$ cat config.mk
export PLATFORM = sky130hd
export DESIGN_NAME = lut_logic_filter
export DESIGN_NICKNAME = d
export VERILOG_FILES = /design/src/rtl/lut_logic_filter.sv
export SDC_FILE = /design/constraint.sdc
export NUM_CORES = 1
export LEC_CHECK = 0
export ABC_AREA = 1
export CAP_MARGIN = 20
export CORE_MARGIN = 2
export CORE_UTILIZATION = 40
export CTS_CLUSTER_DIAMETER = 30
export CTS_CLUSTER_SIZE = 30
export DETAILED_ROUTE_END_ITERATION = 10
export PLACE_DENSITY = 0.7
export SLEW_MARGIN = 20
export SYNTH_ARGS = -nofsm -noshare
export SYNTH_HDL_FRONTEND = slang
export SYNTH_SLANG_ARGS = --single-unit
$ cat constraint.sdc
create_clock -name clk -period 2.08 [get_ports clk]
set_input_delay 0.52 -clock clk [delete_from_list [all_inputs] [get_ports clk]]
set_output_delay 0.52 -clock clk [all_outputs]
set_load 0.02 [all_outputs]
$ cat src/rtl/lut_logic_filter.sv
// Run-time loadable N_IN-input truth table with a registered pipeline and a
// stability filter on the output, plus a saturating count of rejected glitches.
module lut_logic_filter #(
  parameter int                   N_IN        = 5,
  parameter int                   FILTER      = 2,
  parameter int                   GCNT_W      = 8,
  parameter logic [2**N_IN-1:0]   DEFAULT_LUT = '0
) (
  input  logic                 clk,
  input  logic                 rst,
  input  logic [N_IN-1:0]      in_vec,
  input  logic                 cfg_valid,
  input  logic [2**N_IN-1:0]   cfg_data,
  output logic                 cfg_ready,
  input  logic                 glitch_clr,
  output logic                 y,
  output logic                 y_valid,
  output logic [GCNT_W-1:0]    glitch_cnt
);

  localparam int                LUT_W    = 2**N_IN;
  localparam int                SW       = (FILTER > 1) ? $clog2(FILTER) : 1;
  localparam logic [SW-1:0]     STAB_MAX = SW'(FILTER - 1);
  localparam logic [GCNT_W-1:0] GCNT_MAX = '1;

  typedef enum logic {FILL, RUN} mode_t;

  mode_t             mode;
  logic [LUT_W-1:0]  lut;
  logic [N_IN-1:0]   in_q;
  logic              raw_q;
  logic [1:0]        fill_cnt;
  logic [SW-1:0]     stab_cnt;
  logic              cfg_xfer;
  logic              glitch_evt;

  // Mode is derived from the fill counter; both handshake outputs follow it.
  always_comb begin
    mode       = FILL;
    if (fill_cnt == 2'd0) mode = RUN;
    cfg_ready  = (mode == RUN);
    y_valid    = (mode == RUN);
    cfg_xfer   = cfg_valid && cfg_ready;
    glitch_evt = (mode == RUN) && !cfg_xfer && (raw_q == y) && (stab_cnt != '0);
  end

  always_ff @(posedge clk or posedge rst) begin
    if (rst) begin
      in_q  <= '0;
      raw_q <= 1'b0;
    end else begin
      in_q  <= in_vec;
      raw_q <= lut[in_q];
    end
  end

  // A new table restarts the two-cycle fill so y_valid only covers results
  // computed from the current table.
  always_ff @(posedge clk or posedge rst) begin
    if (rst) begin
      lut      <= DEFAULT_LUT;
      fill_cnt <= 2'd2;
    end else if (cfg_xfer) begin
      lut      <= cfg_data;
      fill_cnt <= 2'd2;
    end else if (fill_cnt != 2'd0) begin
      fill_cnt <= fill_cnt - 2'd1;
    end
  end

  always_ff @(posedge clk or posedge rst) begin
    if (rst) begin
      y        <= 1'b0;
      stab_cnt <= '0;
    end else if (mode == FILL || cfg_xfer) begin
      stab_cnt <= '0;
    end else if (raw_q == y) begin
      stab_cnt <= '0;
    end else if (stab_cnt == STAB_MAX) begin
      y        <= raw_q;
      stab_cnt <= '0;
    end else begin
      stab_cnt <= stab_cnt + 1'b1;
    end
  end

  // Clear wins over a same-cycle glitch event.
  always_ff @(posedge clk or posedge rst) begin
    if (rst) begin
      glitch_cnt <= '0;
    end else if (glitch_clr) begin
      glitch_cnt <= '0;
    end else if (glitch_evt && glitch_cnt != GCNT_MAX) begin
      glitch_cnt <= glitch_cnt + 1'b1;
    end
  end

endmodule
=== After elaboration in Yosys (flattened, before gate mapping) ===
Cells that the tools add are included.

* Add/sub/neg operators: 3
* $lt $le $gt $ge: 1
* Equality and inequality tests: 2
* Multiplexer cells: 10
* Bitwise logic cells: 3
* Reductions and logical operators: 12

{| class="wikitable"
|+ Operators with widths
! operator !! number
|-
| two-way mux 8 bit || 2
|-
| adder 8 x 1 -> 8 bit (second input constant) || 1
|-
| inequality test 8 bit (second input constant) || 1
|-
| less-than comparator 5 x 6 -> 1 bit (second input constant) || 1
|-
| nonzero test 2 bit || 3
|-
| binary-select mux 1 bit (select 5 bit) || 1
|-
| logical AND 1 bit || 5
|-
| two-way mux 1 bit || 5
|-
| two-way mux 2 bit || 2
|-
| inverter 1 bit || 3
|-
| AND reduction 3 bit || 1
|-
| logical NOT 2 bit || 1
|-
| subtractor 2 x 1 -> 2 bit (second input constant) || 1
|-
| adder 1 bit (second input constant) || 1
|-
| equality test 1 bit || 1
|-
| logical NOT 1 bit || 1
|-
| logical OR 1 bit || 1
|}

* Register bits: 50
* Input bits: 41
* Logic and storage cells: 38

=== Depth between registers and ports, before layout ===
* Depth in word-level cells: 10
* Gate-level depth with buffers: 11
* Depth with buffers taken out: 11

=== Least setup slack after synthesis ===
No wires, ideal clock.

* Kind: reg2reg
* Start: reg fill_cnt[1]
* End: reg lut[0]
* Library setup time: 0.125 ns
* Arrival: 1.548 ns
* Setup slack: 0.407 ns
* Cell stages (with the launch flop): 6
* Buffers on the path: 1
* Clock period less this slack: 1.673 ns
* Cells stage by stage: dfstp_2 > inv_1 > ha_1 > nand2_1 > buf_2 > mux2_2

* Longest elaborated chain between the ends: 3

{| class="wikitable"
|+ Ends and longest elaborated chain
! element !! RTL line !! source
|-
| from (decl) || 32 || <nowiki>logic [1:0] fill_cnt;</nowiki>
|-
| from (signal assigned) || 67 || <nowiki>fill_cnt <= fill_cnt - 2'd1;</nowiki>
|-
| logical NOT 2 bit || 40 || <nowiki>if (fill_cnt == 2'd0) mode = RUN;</nowiki>
|-
| two-way mux 1 bit || 40 ||
|-
| via cfg_ready || 14 || <nowiki>output logic cfg_ready,</nowiki>
|-
| logical AND 1 bit || 43 || <nowiki>cfg_xfer = cfg_valid && cfg_ready;</nowiki>
|-
| to (signal assigned) || 64 || <nowiki>lut <= cfg_data;</nowiki>
|-
| to (decl) || 29 || <nowiki>logic [LUT_W-1:0] lut;</nowiki>
|}

The timed path passes the listed nets, and every way through them passes these cells.
A chain may end at the register's enable or synchronous reset.

=== Final worst setup path ===
* Start: reg fill_cnt[1]
* End: out y_valid

* Longest elaborated chain between the ends: 2

{| class="wikitable"
|+ Ends and longest elaborated chain
! element !! RTL line !! source
|-
| logical NOT 2 bit || 40 ||
|-
| two-way mux 1 bit || 40 ||
|-
| to (decl) || 17 || <nowiki>output logic y_valid,</nowiki>
|}

Every way passes these cells.

==> results.sh <==
export IMPL_cts_tree="done"
export IMPL_setup_tns_final_ns=0
export IMPL_rows=27
export IMPL_die_area_um2=6470
export IMPL_globalplace_congestion=0.776
export IMPL_finClkSkew_ns=0.00707
export IMPL_drt_iter0_drc=94
export IMPL_wl_um=4650
export IMPL_ir_drop_mv=0.494
export IMPL_firstDrtPassIters=4
export IMPL_drv_slew=0
export IMPL_p_seq_share_pct=48.4
export IMPL_utilization_pct=54.8
export IMPL_finalNetCount=330
export IMPL_hold_viol_final=0
export IMPL_post_dp_hpwl_um=3300
export IMPL_routedWlPerCell_um=12.9
export IMPL_p_leak_nw=1.44
export IMPL_period_share_pct=92.7
export IMPL_worstMarginPinSlew_ns=0.584
export IMPL_multi_input_area_um2=973
export IMPL_cp_max_fo=5
export IMPL_start_kind="flip-flop"
export IMPL_drc=0
export IMPL_grt_usage_pct=15.6
export IMPL_grt_pass1_vias=1697
export IMPL_cts_sinks=50
export IMPL_switching_share_pct=28.2
export IMPL_synth_nets=276
export IMPL_ys_warnings_count=0
export IMPL_vias=1775
export IMPL_critPathMaxStageDelay_ns=0.53
export IMPL_seqCellArea_um2=1250
export IMPL_io_buffers=51
export IMPL_fmax_ghz=0.519
export IMPL_path_class="reg -> out"
export IMPL_die_h_um=80.5
export IMPL_ys_ff_latch=50
export IMPL_critPathCaptureType="output port"
export IMPL_initial_core_util_pct=42.0
export IMPL_grt_antenna_before_repair=0
export IMPL_grt_max_degree=43
export IMPL_synth_seq_area_share_pct=53.6
export IMPL_grt_remaining_overflow=0
export IMPL_arrival_ns=1.41
export IMPL_pin_count=52
export IMPL_power_density_nw_per_um2=1030
export IMPL_yosysUniqueCellTypes=25
export IMPL_die_x_um=80.5
export IMPL_clk_path_buf_depth=2
export IMPL_p_int_mw=2.25
export IMPL_fillers=512
export IMPL_slew_limit_headroom_pct=61.0
export IMPL_clock_latency_ns=0.30
export IMPL_worstPathCellList="inv_1 > ha_1 > dlygate4sd2_1"
export IMPL_setup_viol=0
export IMPL_syn_to_final_growth_pct=30.6
export IMPL_cts_buffers=5
export IMPL_htreeDepth=2
export IMPL_postCtsSetupBuffers=0
export IMPL_p_comb_share_pct=30.1
export IMPL_status="complete, no violations"
export IMPL_cpMaxStageDelayCell="dfstp_2"
export IMPL_max_cap_violations=0
export IMPL_layout_setup_ws_ns=0.152
export IMPL_postRouteAntennaNets=0
export IMPL_synth_avg_cell_area_um2=10.0
export IMPL_clkPwrFrac_pct=21.4
export IMPL_rsz0062_at_grt="no"
export IMPL_crit_family="flip-flops"
export IMPL_netSwitchingPower_mw=0.882
export IMPL_viasPerCell=4.93
export IMPL_grt_pass1_wl_um=7800
export IMPL_timing_critical_path_buf_inv=2
export IMPL_pre_cts_slack_ns=0.249
export IMPL_min_period_ns=1.93
export IMPL_core_um2=5570
export IMPL_antenna_diode_count=0
export IMPL_synthesis_instances=233
export IMPL_syn_cell_area_um2=2340
export IMPL_hp_class="in -> async"
export IMPL_root_buffer="clkbuf_8"
export IMPL_path_clk_slew_ns=0.08
export IMPL_drive_gt1_share_pct=19.1
export IMPL_critPathRequiredTime_ns=1.56
==> synthesized netlist by cell type <==
master | number | area, µm²
a21o_1 | 1 | 7.51
a21oi_2 | 1 | 8.76
buf_2 | 5 | 25.0
buf_4 | 3 | 22.5
clkinv_2 | 1 | 5.00
dfrtp_1 | 49 | 1230
dfstp_2 | 1 | 26.3
ha_1 | 2 | 25.0
inv_1 | 15 | 56.3
inv_2 | 1 | 3.75
mux2_2 | 33 | 372
nand2_1 | 67 | 251
nand2_2 | 2 | 12.5
nand2_4 | 1 | 11.3
nand3_1 | 32 | 160
nand4_1 | 2 | 12.5
nor2_1 | 4 | 15.0
nor2_2 | 1 | 6.26
nor3_1 | 1 | 5.00
nor3_4 | 1 | 16.3
o21ai_0 | 2 | 10.0
o21ai_1 | 2 | 10.0
or2_2 | 1 | 6.26
xnor2_1 | 1 | 8.76
xor2_1 | 4 | 35.0
==> final timing paths <==
path                                  to         from  slack, ns  depth (start not counted)
setup / recovery                 y_valid  fill_cnt[1]       0.15                          3
min in group clk                stab_cnt     stab_cnt       0.46                          1
hold / removal             glitch_cnt[4]          rst       0.45                          2
setup reg to reg                   raw_q      in_q[0]       0.40                          9
hold reg to reg                 stab_cnt     stab_cnt       0.46                          1
max in group asynchronous    fill_cnt[1]          rst       1.09                          3
==> metal layers <==
layer  global-route usage (%)  vias to the layer above  routed length [µm]
met4                     4.41                        0                  73
met2                     25.3                       33                2240
met3                     3.48                        8                 177
met1                     20.9                      863                2160
li1                         -                      871                   -
met5                        0                        -                   0
==> cell families after synthesis <==
kind of cell,Yosys count,synth area share (%)
compound gates,6,1.55
mux,33,15.9
simple gates,112,21.2
buf+inv,25,4.81
xor+xnor,5,1.87
fa+ha+maj,2,1.07
flops,50,53.6
==> worst register-to-register path: cells and delay by family, from the launching register on <==
family                 cells  cell delay (ns)
and+or+nand+nor            8             0.57
DFF                        1             0.72
buffers and inverters      1             0.28
==> sequential cells by signal, summed over array words and instances, names as in the netlist <==
register / cells
fill_cnt: 2
glitch_cnt: 8
stab_cnt: 1
y: 1
raw_q: 1
in_q: 5
lut: 32
==> cell usage in the layout (no fill, tap or decap), types with 2 or more instances in the layout <==
cell type | synthesis | routed
nand2_1 | 67 | 67
dfrtp_1 | 49 | 49
clkdlybuf4s50_1 | 0 | 49
mux2_2 | 33 | 33
nand3_1 | 32 | 32
inv_1 | 15 | 14
clkbuf_8 | 0 | 5
xor2_1 | 4 | 4
nor2_1 | 4 | 4
inv_2 | 1 | 2
nand2_2 | 2 | 2
o21ai_1 | 2 | 2
nand4_1 | 2 | 2
o21ai_0 | 2 | 2
ha_1 | 2 | 2
dlygate4sd2_1 | 0 | 2
buf_4 | 3 | 2
buf_12 | 0 | 2
==> stage by stage <==
step / total power [mW] / hold WS [ns] / instance area, µm² / cells
5_1_grt: 3.36 / 0.463 / 3050 / 360
3_3_place_gp: 2.47 / 0.445 / 2950 / 352
6_report: 3.13 / 0.450 / 3050 / 360
3_5_place_dp: 2.51 / 0.457 / 2950 / 352
2_1_floorplan: 2.22 / 0.432 / 2340 / 233
4_1_cts: 3.17 / 0.451 / 3050 / 360
==> area by class of cell <==
type                       count  area share, %
tap                           72           2.95
clock buffer                   6           2.38
clock inverter                 2           1.23
timing repair buffer          55           18.4
multi-input combinational    158           31.9
sequential                    50           41.0
inverter                      17           2.13
==> power groups by stage <==
| stage | Combinational (mW) | Clock [mW] | Sequential (mW) |
|---|---|---|---|
| 2_1_floorplan | 0.730 | 0 | 1.49 |
| 3_5_place_dp | 0.974 | 0 | 1.54 |
| 4_1_cts | 0.960 | 0.690 | 1.52 |
| 5_1_grt | 1.05 | 0.741 | 1.57 |
| 3_3_place_gp | 0.947 | 0 | 1.52 |
| 6_report | 0.945 | 0.671 | 1.52 |
==> timing repair <==
action	4_1_cts	5_1_grt
gates resized for setup	2	0
setup endpoints to repair	2	0
hold buffers	0	0
(Power assumes the default switching activity.)
==> RTL change 1 (config.mk and constraints unchanged) <==
The parameter `GCNT_W` goes from 8 to 10.
--- a/src/rtl/lut_logic_filter.sv
+++ b/src/rtl/lut_logic_filter.sv
@@ -4,5 +4,5 @@
   parameter int                   N_IN        = 5,
   parameter int                   FILTER      = 2,
-  parameter int                   GCNT_W      = 8,
+  parameter int                   GCNT_W      = 10,
   parameter logic [2**N_IN-1:0]   DEFAULT_LUT = '0
 ) (
Interface: changed (resized glitch_cnt); port bits go from 52 to 54. The function was not compared with the original's and may differ.
==> RTL change 1 against the original RTL <==
First-iteration DRC count is 46% lower. Count of clock-buffer cells in the layout is 1 lower. Final area is 5.0% higher. Total power is 1.9% lower. Wire length is 9.6% higher. Synthesized area is 7.2% higher. Sequential cell count is 2 higher. Setup slack worse by 0.047 ns. Clock skew is 0.0022 ns higher. Maximum frequency is 2.4% lower. Critical path type unchanged. Critical endpoint is now glitch_cnt[0].
==> RTL change 1: results (changes against the original RTL) <==
* Status: finished, final reports clean
* Crit path to: glitch_cnt[0]
* Register area at 1300 um^2 (+4.0%)
* First-pass GRT wire length at 8.92 mm (+14%)
* Multi-input comb cells at 175 (+11%)
* Syn nets at 297 (+7.6%)
* DR vias/cell at 4.94 (+0.19%)
* Critical Path Start: glitch_cnt[0]$_DFFE_PP0P_
* Psw at 0.913 mW (+3.5%)
* Post-synthesis cell type count at 26 (+4.0%)
* Worst clock skew at 0.00930 ns (+0.00223 ns)
* Most frequent cells after synthesis: 72 x nand2_1, 51 x dfrtp_1, 33 x mux2_2
* Crit path max fanout at 6 (+1)
* Largest net degree at the start of global routing at 39 (-9.3%)
* Top flop regs: lut x32, glitch_cnt x10, in_q x5
* Critical path's top delay family: buffers and inverters
* Reg2Reg Setup Slack at 0.43 ns (+0.03 ns)
* Leak Pwr at 1.46 nW (+1.6%)
* Compound-Gate Fraction of Synth Area at 0.0254 (+0.00993)
* Hold crit path type: reg -> reg
* Sequential share of the synthesized area at 0.519 (-0.0161)
* Worst slew pin tran at 0.573 ns (-0.0112 ns)
* Ratio of cells with drive above 1 in the final layout at 0.181 (-0.00974)
* Post-DR wirelength/cell at 13.3 um (+2.7%)
* Max rail drop VDD at 0.576 mV (+17%)
* Total GRT Usage at 0.158 (+0.00278)
* FILL cells at 541 (+5.7%)
* CP max stage cell: clkdlybuf4s50_1
* Pwr dens at 959 nW/um^2 (-6.6%)
* Non-clock buffer share of cell area at 0.177 (-0.00715)
* Post-DP HPWL at 3.73 mm (+13%)
* Arrival time of the worst setup path at 1.45 ns (+0.04 ns)
* P&R area growth vs syn at 27.8%
* Largest cells by area after synthesis: dfrtp_1 51%, mux2_2 15%, nand2_1 11%
-- RTL change 1: cell count changes in the layout (fill, tap and decap cells not counted), sizes merged, moves of 3 or more --
cell / change
nor2: +6
inv: +3
nand3: -3
o21ai: +5
nand2: +6
-- RTL change 1: cells by family (layout without fill, tap and decap cells) --
family	after synthesis	in the layout
AND/OR/NAND/NOR	125	125
flip-flops	52	52
multiplexers	33	33
buffers and inverters	27	82
AO/OA/AOI/OAI	12	12
XOR/XNOR	3	3
adder cells (fa/ha/maj)	2	2
-- RTL change 1: metal layers --
layer	GRT usage	vias up	wire length (um)
li1	-	947	-
met1	0.205	891	2150
met2	0.265	55	2600
met3	0.0437	4	307
met4	0.0358	0	37
met5	0	-	0
-- RTL change 1: what timing repair did --
item | 4_1_cts | 5_1_grt
gates resized for setup | 2 | 0
setup endpoints to repair | 2 | 0
buffers inserted | 0 | 0
hold endpoints to repair | 0 | 0
==> RTL change 2 (config.mk and constraints unchanged) <==
Without the edit above. Make the reset (`rst`) synchronous in 4 clocked blocks.
--- a/src/rtl/lut_logic_filter.sv
+++ b/src/rtl/lut_logic_filter.sv
@@ -45,5 +45,5 @@
   end
 
-  always_ff @(posedge clk or posedge rst) begin
+  always_ff @(posedge clk) begin
     if (rst) begin
       in_q  <= '0;
@@ -57,5 +57,5 @@
   // A new table restarts the two-cycle fill so y_valid only covers results
   // computed from the current table.
-  always_ff @(posedge clk or posedge rst) begin
+  always_ff @(posedge clk) begin
     if (rst) begin
       lut      <= DEFAULT_LUT;
@@ -69,5 +69,5 @@
   end
 
-  always_ff @(posedge clk or posedge rst) begin
+  always_ff @(posedge clk) begin
     if (rst) begin
       y        <= 1'b0;
@@ -86,5 +86,5 @@
 
   // Clear wins over a same-cycle glitch event.
-  always_ff @(posedge clk or posedge rst) begin
+  always_ff @(posedge clk) begin
     if (rst) begin
       glitch_cnt <= '0;
Check against the original RTL: differs if rst is asserted again (counterexample within 4 cycles, from zero or initial values and one cycle with rst high); with rst held inactive, the same outputs for 10 cycles.
==> RTL change 2 against the original RTL <==
Synthesized cell count is 33% higher. Wire length increased by 3.3%. Cell count rose by 20%. Largest cell class is now multi-input gates. Sequential cell count unchanged. Critical path depth stayed put. Clock power fell by 20%. Critical endpoint unchanged. Total power shrank 25%. Final area down 6.4%. Synthesized area decreased by 5.9%. Non-clock buffer count up 4. Setup slack lost 0.070 ns. Die area down 5.6%.
==> RTL change 2: results (changes against the original RTL) <==
* Avg Inst Size Synth at 7.07 um^2 (-30%)
* DR vias/cell at 4.79 (-2.9%)
* Sequential share of the synthesized area at 0.455 (-0.0805)
* Status: finished, final reports clean
* Crit path max fanout at 3 (-2)
* CP max stage cell: clkdlybuf4s50_1
* Reg2reg path depth at 7 (-2)
* Placed Area at 2780 um^2 (-5.7%)
* Metal-1 WL at 2.24 mm (+3.8%)
* Critical path's top delay family: buffers and inverters
* Placed insts at 425 (+21%)
* Routed via count at 2068 (+17%)
* Post-DP HPWL at 3.48 mm (+5.6%)
* Nets at 405 (+23%)
* Arrival time of the worst setup path at 1.48 ns (+0.07 ns)
* Vias in the first global route at 1920 (+13%)
* Initial drt markers at 102 (+8.5%)
* Worst clock skew at 0.00691 ns (-0.000164 ns)
* Minimum clock period at 2.00 ns (+0.0701 ns)
* Largest net degree at the start of global routing at 35 (-19%)
* Most frequent cells after synthesis: 74 x nor2_1, 55 x nand2_1, 50 x dfxtp_1
* Ratio of cells with drive above 1 in the final layout at 0.0663 (-0.125)
* GR Util met2 at 0.288 (+0.0354)
* Async SR Flop Fraction at 0 (-1.00)
* Total GRT Usage at 0.171 (+0.0153)
* Max rail drop VDD at 0.530 mV (+7.2%)
* Largest stage delay on the critical path at 0.62 ns (+0.09 ns)
* GP Congestion at 0.828 (+6.7%)
[RTL change 2: layout make-up]
cell class / count / area [um^2]
clock buffers: 6 / 72.6
inverters: 24 / 95.1
multi-input cells: 222 / 1020
clock inverters: 1 / 7.51
fillers: 534 / 2350
repair buffers: 59 / 571
well taps: 70 / 87.6
flip-flops and latches: 50 / 1000
[RTL change 2: cells by family (layout without fill, tap and decap cells)]
kind of cell | count (synthesis) | after routing | share of synthesized area
compound gates | 51 | 51 | 0.122
simple gates | 164 | 164 | 0.312
flops | 50 | 50 | 0.455
fa+ha+maj | 2 | 2 | 0.0114
xor+xnor | 5 | 5 | 0.0199
buf+inv | 39 | 90 | 0.0791
[RTL change 2: report_power, final]
group	leakage, nW	switching [mW]	internal (mW)	total (mW)
Sequential	0.408	0.0797	1.11	1.19
Clock	0.0373	0.307	0.231	0.538
Combinational	0.666	0.328	0.289	0.617
